<file path="config.mk">
export PLATFORM = sky130hd
export DESIGN_NAME = yrv_board_io
export DESIGN_NICKNAME = d
export VERILOG_FILES = /design/src/rtl/yrv_board_io_pkg.sv /design/src/rtl/yrv_board_io_debounce.sv /design/src/rtl/yrv_board_io.sv
export SDC_FILE = /design/constraint.sdc
export NUM_CORES = 1
export LEC_CHECK = 0
export BUFFER_PORTS_ARGS = -buffer_cell sky130_fd_sc_hd__buf_2
export CELL_PAD_IN_SITES_DETAIL_PLACEMENT = 2
export CELL_PAD_IN_SITES_GLOBAL_PLACEMENT = 2
export CORE_MARGIN = 1.5
export CORE_UTILIZATION = 39
export CTS_CLUSTER_DIAMETER = 40
export CTS_CLUSTER_SIZE = 30
export DETAILED_ROUTE_END_ITERATION = 10
export PLACE_DENSITY = 0.95
export SYNTH_ARGS = -nofsm -noshare
export SYNTH_HDL_FRONTEND = slang
export SYNTH_HIERARCHICAL = 1
export SYNTH_SLANG_ARGS = --single-unit
</file>
<file path="constraint.sdc">
create_clock -name clock -period 3.3 [get_ports clock]
set_input_delay 0.495 -clock clock [delete_from_list [all_inputs] [get_ports clock]]
set_output_delay 0.495 -clock clock [all_outputs]
set_load 0.05 [all_outputs]
</file>
<file path="src/rtl/yrv_board_io_pkg.sv">
// rtl/yrv_board_io_pkg.sv - shared constants and seven-segment decode for yrv_board_io
//
// Purpose: blank pattern and the 16-entry active-low segment table used by the
// hex digit registers. Segment bit 0 = a ... bit 6 = g, 0 = lit.
// Ports: none (package).

package yrv_board_io_pkg;

  localparam logic [6:0] SEG_BLANK = 7'h7F;

  // Entry n holds the pattern for nibble value n (index 0 is the rightmost).
  localparam logic [15:0][6:0] SEG_TABLE = {
    7'h0E, 7'h06, 7'h21, 7'h46, 7'h03, 7'h08, 7'h10, 7'h00,
    7'h78, 7'h02, 7'h12, 7'h19, 7'h30, 7'h24, 7'h79, 7'h40
  };

  function automatic logic [6:0] hex_to_seg(input logic [3:0] value);
    return SEG_TABLE[value];
  endfunction

endpackage

</file>
<file path="src/rtl/yrv_board_io_debounce.sv">
// rtl/yrv_board_io_debounce.sv - two-flop synchroniser and debouncer for one active-low key
//
// Purpose: synchronises one raw key and accepts a new level only after it has
// differed from the accepted level for DEBOUNCE_CYCLES consecutive cycles.
// Ports:
//   clock    in   sole clock
//   reset_n  in   synchronous active-low reset
//   key_n_i  in   raw key, 0 = pressed, asynchronous
//   deb_o    out  debounced key, 0 = pressed (resets to 1, released)

module yrv_debounce #(
  parameter int unsigned DEBOUNCE_CYCLES = 500000
) (
  input  logic clock,
  input  logic reset_n,
  input  logic key_n_i,
  output logic deb_o
);

  localparam int unsigned CNT_W = $clog2(DEBOUNCE_CYCLES + 1);
  localparam logic [CNT_W-1:0] CNT_LAST = CNT_W'(DEBOUNCE_CYCLES - 1);

  logic             sync1_q;
  logic             sync2_q;
  logic             deb_q;
  logic             deb_d;
  logic [CNT_W-1:0] cnt_q;
  logic [CNT_W-1:0] cnt_d;

  // Any cycle where the synchronised key agrees with the accepted level
  // restarts the count, so a glitch forces a full new stable window.
  always_comb begin
    deb_d = deb_q;
    cnt_d = '0;
    if (sync2_q != deb_q) begin
      if (cnt_q == CNT_LAST) begin
        deb_d = sync2_q;
      end else begin
        cnt_d = cnt_q + 1'b1;
      end
    end
  end

  always_ff @(posedge clock) begin
    if (!reset_n) begin
      sync1_q <= 1'b1;
      sync2_q <= 1'b1;
      deb_q   <= 1'b1;
      cnt_q   <= '0;
    end else begin
      sync1_q <= key_n_i;
      sync2_q <= sync1_q;
      deb_q   <= deb_d;
      cnt_q   <= cnt_d;
    end
  end

  assign deb_o = deb_q;

endmodule

</file>
<file path="src/rtl/yrv_board_io.sv">
// rtl/yrv_board_io.sv - DE2 board I/O conditioner: keys, switches and seven-segment digits
//
// Purpose: synchronises switches, debounces active-low keys into level, press
// pulse and sticky event outputs, and drives registered active-low hex digits
// with per-digit blanking. Optional blink feature: YRV_BOARD_IO_BLINK_EN.
// Ports:
//   clock        in   sole clock
//   reset_n      in   synchronous active-low reset
//   key_n_i      in   raw keys, 0 = pressed
//   sw_i         in   raw switches
//   key_clr_i    in   per-key sticky event clear
//   hex_value_i  in   nibble per digit, digit d at [4d+3:4d]
//   hex_blank_i  in   1 = digit dark
//   hex_blink_i  in   1 = digit blinks (YRV_BOARD_IO_BLINK_EN only)
//   key_level_o  out  debounced level, 1 = pressed
//   key_press_o  out  one-cycle pulse per accepted press
//   key_event_o  out  sticky press flag
//   sw_o         out  synchronised switches
//   hex_o        out  active-low segments, digit d at [7d+6:7d]

module yrv_board_io
  import yrv_board_io_pkg::*;
#(
  parameter int unsigned NUM_KEYS        = 4,
  parameter int unsigned NUM_SW          = 18,
  parameter int unsigned NUM_HEX         = 4,
  parameter int unsigned DEBOUNCE_CYCLES = 500000,
  parameter int unsigned BLINK_CYCLES    = 12500000
) (
  input  logic                 clock,
  input  logic                 reset_n,
  input  logic [NUM_KEYS-1:0]  key_n_i,
  input  logic [NUM_SW-1:0]    sw_i,
  input  logic [NUM_KEYS-1:0]  key_clr_i,
  input  logic [4*NUM_HEX-1:0] hex_value_i,
  input  logic [NUM_HEX-1:0]   hex_blank_i,
`ifdef YRV_BOARD_IO_BLINK_EN
  input  logic [NUM_HEX-1:0]   hex_blink_i,
`endif
  output logic [NUM_KEYS-1:0]  key_level_o,
  output logic [NUM_KEYS-1:0]  key_press_o,
  output logic [NUM_KEYS-1:0]  key_event_o,
  output logic [NUM_SW-1:0]    sw_o,
  output logic [7*NUM_HEX-1:0] hex_o
);

  if (DEBOUNCE_CYCLES < 1 || BLINK_CYCLES < 1) begin : g_param_check
    $error("yrv_board_io: DEBOUNCE_CYCLES and BLINK_CYCLES must be >= 1");
  end

  logic [NUM_KEYS-1:0]  deb;
  logic [NUM_KEYS-1:0]  deb_prev_q;
  logic [NUM_KEYS-1:0]  press_q;
  logic [NUM_KEYS-1:0]  press_d;
  logic [NUM_KEYS-1:0]  event_q;
  logic [NUM_KEYS-1:0]  event_d;
  logic [NUM_SW-1:0]    sw_meta_q;
  logic [NUM_SW-1:0]    sw_sync_q;
  logic [7*NUM_HEX-1:0] hex_q;
  logic [7*NUM_HEX-1:0] hex_d;
  logic [NUM_HEX-1:0]   blink_mask;

  for (genvar k = 0; k < NUM_KEYS; k++) begin : g_key
    yrv_debounce #(
      .DEBOUNCE_CYCLES(DEBOUNCE_CYCLES)
    ) u_debounce (
      .clock   (clock),
      .reset_n (reset_n),
      .key_n_i (key_n_i[k]),
      .deb_o   (deb[k])
    );
  end

`ifdef YRV_BOARD_IO_BLINK_EN
  localparam int unsigned BLINK_W = (BLINK_CYCLES > 1) ? $clog2(BLINK_CYCLES) : 1;
  localparam logic [BLINK_W-1:0] BLINK_LAST = BLINK_W'(BLINK_CYCLES - 1);

  logic [BLINK_W-1:0] blink_cnt_q;
  logic [BLINK_W-1:0] blink_cnt_d;
  logic               phase_q;
  logic               phase_d;

  always_comb begin
    blink_cnt_d = blink_cnt_q + 1'b1;
    phase_d     = phase_q;
    if (blink_cnt_q == BLINK_LAST) begin
      blink_cnt_d = '0;
      phase_d     = ~phase_q;
    end
  end

  always_ff @(posedge clock) begin
    if (!reset_n) begin
      blink_cnt_q <= '0;
      phase_q     <= 1'b0;
    end else begin
      blink_cnt_q <= blink_cnt_d;
      phase_q     <= phase_d;
    end
  end

  // Phase 0 is the visible half; blanking is ORed in below so it always wins.
  assign blink_mask = hex_blink_i & {NUM_HEX{phase_q}};
`else
  assign blink_mask = '0;
`endif

  // deb is active-low, so a press is a 1->0 fall of the accepted level.
  // Press is registered one cycle after the fall; set beats clear on events.
  always_comb begin
    press_d = deb_prev_q & ~deb;
    event_d = press_q | (event_q & ~key_clr_i);
  end

  always_comb begin
    hex_d = '0;
    for (int d = 0; d < NUM_HEX; d++) begin
      hex_d[7*d +: 7] = (hex_blank_i[d] | blink_mask[d]) ? SEG_BLANK
                                                         : hex_to_seg(hex_value_i[4*d +: 4]);
    end
  end

  always_ff @(posedge clock) begin
    if (!reset_n) begin
      deb_prev_q <= '1;
      press_q    <= '0;
      event_q    <= '0;
      sw_meta_q  <= '0;
      sw_sync_q  <= '0;
      hex_q      <= {NUM_HEX{SEG_BLANK}};
    end else begin
      deb_prev_q <= deb;
      press_q    <= press_d;
      event_q    <= event_d;
      sw_meta_q  <= sw_i;
      sw_sync_q  <= sw_meta_q;
      hex_q      <= hex_d;
    end
  end

  assign key_level_o = ~deb;
  assign key_press_o = press_q;
  assign key_event_o = event_q;
  assign sw_o        = sw_sync_q;
  assign hex_o       = hex_q;

endmodule

</file>
Word-level counts from Yosys, hierarchy flattened. Memories as Yosys holds them, arrays and structs flattened. A register that Yosys moved wholly into a read port is not among the register bits. Index checks and enable logic that the tools add are counted.

Flip-flop bits (word level): 136. Bits in read-only memories: 448. Output and inout port bits: 58. Memories: 4.

$add $sub $neg: 4. Equal/unequal tests: 8. Bitwise operators: 10. Reduce and logical (&&, ||, !) cells: 12.

Memory list: (no name shown) (words 16, bits a word 7, read ports 1, clocked after Yosys merged registers in 1, wr ports 0, RTL line yrv_board_io_pkg.sv:18) `return SEG_TABLE[value];`; (no name shown) (words 16, bits a word 7, read ports 1, clocked after Yosys merged registers in 1, wr ports 0, RTL line yrv_board_io_pkg.sv:18); (no name shown) (words 16, bits a word 7, read ports 1, clocked after Yosys merged registers in 1, wr ports 0, RTL line yrv_board_io_pkg.sv:18); (no name shown) (words 16, bits a word 7, read ports 1, clocked after Yosys merged registers in 1, wr ports 0, RTL line yrv_board_io_pkg.sv:18).

Operators by type and width (number): adder 19 x 1 -> 19 bit (second input constant) (4); equality test 19 bit (second input constant) (4); OR reduction 3 bit (4); AND 4 bit (2); NOT 4 bit (2); AND reduction 2 bit (4); OR reduction 2 bit (4); NOT 1 bit (5); inequality test 1 bit (4); bitwise OR 4 bit (1).

Depth between registers and ports, before layout.
Depth after elaboration: 3. Mapped depth: 5. Depth with buffers taken out: 5.

Modules after synthesis. Netlist, hierarchy kept.

By module, submodules not included: yrv_debounce (instances 4, cells an instance 109, area an instance 1049.8 µm²); yrv_board_io (instances 1, cells an instance 284, area an instance 3015.4 µm²).

Worst setup path before layout. OpenSTA, ideal clock, no wires.

Path kind: register to register. Start point: reg g_key[0].u_debounce.cnt_q[0]. End point: reg g_key[0].u_debounce.cnt_q[18]. Library setup time: 0.120 ns. Arrival: 1.384 ns. Required time: 3.180 ns. Setup slack: 1.797 ns. Stages on the path, launching flop included: 6. Buffers on the path: 0. Clock period less this slack: 1.503 ns. Cells stage by stage: dfxtp_1 > ha_1 > nand4_4 > nor4_1 > and3_1 > nor3_1.

Longest elaborated chain between the ends: 2. Elaborated cells on any way between the ends: 3. Those cells by class: 1 x add/sub; 1 x eq/ne; 1 x reduce/logical.

RTL lines: start, declared (RTL line yrv_board_io_debounce.sv:27) `logic [CNT_W-1:0] cnt_q;`; start signal, assigned (RTL line yrv_board_io_debounce.sv:54) `cnt_q <= cnt_d;`; parallel branches: the longest is 2 deep, another holds adder 19 x 1 -> 19 bit.

Parallel ways; which one is timed is not known. A chain may end at the register's enable or synchronous reset.

Final worst setup path.
Start point: reg g_key[2].u_debounce.cnt_q[0]. End point: reg g_key[2].u_debounce.cnt_q[14].

Longest elaborated chain between the ends: 2. Elaborated cells on any way between the ends: 3. Those cells by class: 1 x add/sub; 1 x eq/ne; 1 x reduce/logical.

RTL lines (RTL line): start, declared (yrv_board_io_debounce.sv:27); start signal, assigned (yrv_board_io_debounce.sv:54); parallel branches: the longest is 2 deep, another holds adder 19 x 1 -> 19 bit.

Parallel ways; which one is timed is not known.

==> results_dict.tcl <==
set metrics [dict create \
    outcome "finished, final reports clean" \
    fin_cells 1074 \
    grt_antenna_before_repair 1 \
    dr_total_vias 5734 \
    tritoncts "built" \
    insertion_delay_ps 430 \
    syn2layout_area_growth_pct 18.4 \
    report.final.slew_viol_count 0 \
    period_minus_slack_ps 1900 \
    powerDensity_nw_per_um2 520 \
    nNetsFinal 912 \
    grt_overflow_total 0 \
    rows 49 \
    start_util_pct 40.0 \
    cts_root_buf "clkbuf_16" \
    ys_types 47 \
    max_freq_ghz 0.525 \
    hpwl_um 14000 \
    place_congestion 0.779 \
    drc 0 \
    pin_count 106 \
    ctsHoldBuffers 0 \
    p_leak_uw 0.00340 \
    p_total_uw 4440 \
    finalWirelength_um 20600 \
    grt_pass1_vias 6343 \
    grt_first_pass_wirelength_um 33800 \
    worst_pin_slew_ps 557 \
    cts_made_buffers 17 \
    die_y_um 139 \
    ys.flop_type "dfxtp_1" \
    firstDrtPassIters 4 \
    critPathLaunchType "flip-flop" \
    htree_levels 4 \
    crit_arrival_ps 2210 \
    slew_headroom_pct 62.9 \
    clk_pin_slew_ps 70 \
    finalHoldViolCount 0 \
    clock_sinks 164 \
    avgViaCountPerCell 5.34 \
    ys_seq_area_share_pct 45.5 \
    fin_setup_tns_ps 0 \
    grt_max_degree 26 \
    cts_buffer_depth 2 \
    ir_drop_mv 0.387 \
    netlist_area_um2 7210 \
    drive_above_1_share_pct 22.5 \
    synth_area_per_cell_um2 10.0 \
    cts_setup_buffers 0 \
    core_area_um2 18000 \
    synth_cells 720 \
    grt_usage_pct 21.9 \
    drt_iter0_drc 157 \
    die-area_um2 19300 \
    yosysWarningCount 6 \
    synth_edf_count 0 \
    place_inst 1042 \
    cp_max_fo 10 \
    ys_seq_elements 164 \
    fin_crit_sh_pct 57.7 \
    worstPathRequired_ps 3600 \
    crit_type "reg -> reg" \
    synth_nets 800 \
    min_path_cells 2 \
    max_cap_violations 0 \
    setup_viol 0 \
    nFillCells 1919 \
    end_kind "flip-flop" \
    hp-class "in -> reg" \
    async_reset_ff_share_pct 0 \
    final_antenna_net_count 0 \
    skew_ps 6.76 \
    rsz0062_at_grt "no" \
    routedWlPerCell_um 19.1 \
    ff2ff_path_depth 5 \
    cts-resized-gates 0 \
    dieWidth_um 139 \
    portBuffers 105 \
]
placed cells by master, fill, tap and decap left out, types with 17 or more instances in the layout:
| master | count |
|---|---|
| nor2_1 | 82 |
| and2_1 | 40 |
| ha_1 | 32 |
| nor3_1 | 24 |
| nand2_1 | 28 |
| buf_2 | 105 |
| inv_1 | 28 |
| nor4_1 | 20 |
| xnor2_1 | 48 |
| clkbuf_16 | 17 |
| nand3_1 | 32 |
| dfxtp_1 | 164 |
path summary, 6_finish.rpt:
path                                        end  slack, ps                    startpoint
setup reg to reg  g_key[2].u_debounce/cnt_q[14]       1400  g_key[2].u_debounce/cnt_q[0]
setup / recovery  g_key[2].u_debounce/cnt_q[14]       1400  g_key[2].u_debounce/cnt_q[0]
hold / removal      g_key[3].u_debounce/sync1_q        250                    key_n_i[3]
hold reg to reg     g_key[2].u_debounce/sync2_q        430   g_key[2].u_debounce/sync1_q
registers in the layout, indices dropped and copies added (netlist names):
register,flops
deb_prev_q,4
g_key.u_debounce/cnt_q,76
g_key.u_debounce/deb_o,4
g_key.u_debounce/sync1_q,4
g_key.u_debounce/sync2_q,4
hex_o,28
key_event_o,4
key_press_o,4
sw_meta_q,18
sw_o,18
final cells by class:
class / count / area (um2) / area share (%)
Sequential cell: 164 / 3280 / 38.4
Tap cell: 229 / 287 / 3.35
Clock inverter: 13 / 174 / 2.04
Timing Repair Buffer: 108 / 548 / 6.41
Inverter: 31 / 116 / 1.36
Multi-Input combinational cell: 510 / 3690 / 43.2
Clock buffer: 18 / 439 / 5.14
Antenna cell: 1 / 2.50 / 0.0293
metrics by stage:
step / hold WS, ps / instance area, um2 / setup slack, ps / util (%)
final: 250 / 8540 / 1400 / 47.4
after global routing: 241 / 8540 / 1270 / 47.4
after CTS: 234 / 8540 / 1390 / 47.4
after detailed placement: 401 / 7930 / 1490 / 44.0
after global placement: 390 / 7930 / 1610 / 44.0
after floorplan: 386 / 7210 / 1800 / -
cell usage after synthesis, drive strengths merged, types with 20 or more instances:
cell type | number | share of area [%]
xnor2 | 48 | 5.8
nor2 | 90 | 5.0
ha | 32 | 5.5
nand2 | 28 | 1.5
inv | 31 | 1.6
nor4 | 28 | 3.6
dfxtp | 164 | 46
and2 | 40 | 3.5
nor3 | 24 | 1.7
nand4 | 20 | 4.1
o21ai | 21 | 2.1
nand3 | 36 | 2.8
where the power goes:
part	internal [uW]	switching, uW
Clock	1220	852
Sequential	2030	16.5
Combinational	99.5	227
per-layer routing:
metal / share of wire [%] / track usage, % / vias up / wire (um)
li1: - / - / 2722 / -
met1: 42 / 24.6 / 2829 / 8670
met2: 52 / 40.5 / 145 / 10800
met3: 3.3 / 4.63 / 38 / 674
met4: 2.2 / 7.84 / 0 / 462
met5: 0 / 0 / - / 0
critical path, cell delays in order, from the launching register on:
cell and delay, ps:
dfxtp_1 420, ha_1 320, nand4_4 260, nor4_1 540, xnor2_1 200, nor2_2 50
logic make-up (layout without fill, tap and decap cells):
logic type      Yosys count  in the layout  synth area share, %
xor+xnor                 64             64                 7.77
fa+ha+maj                32             32                 5.55
other cells               0              1                    0
buf+inv                  46            170                 3.28
mux                      13             13                 1.80
flops                   164            164                 45.5
simple gates            331            331                 28.5
compound gates           70             70                 7.60
Note: power is estimated with default switching activity, not from simulation.
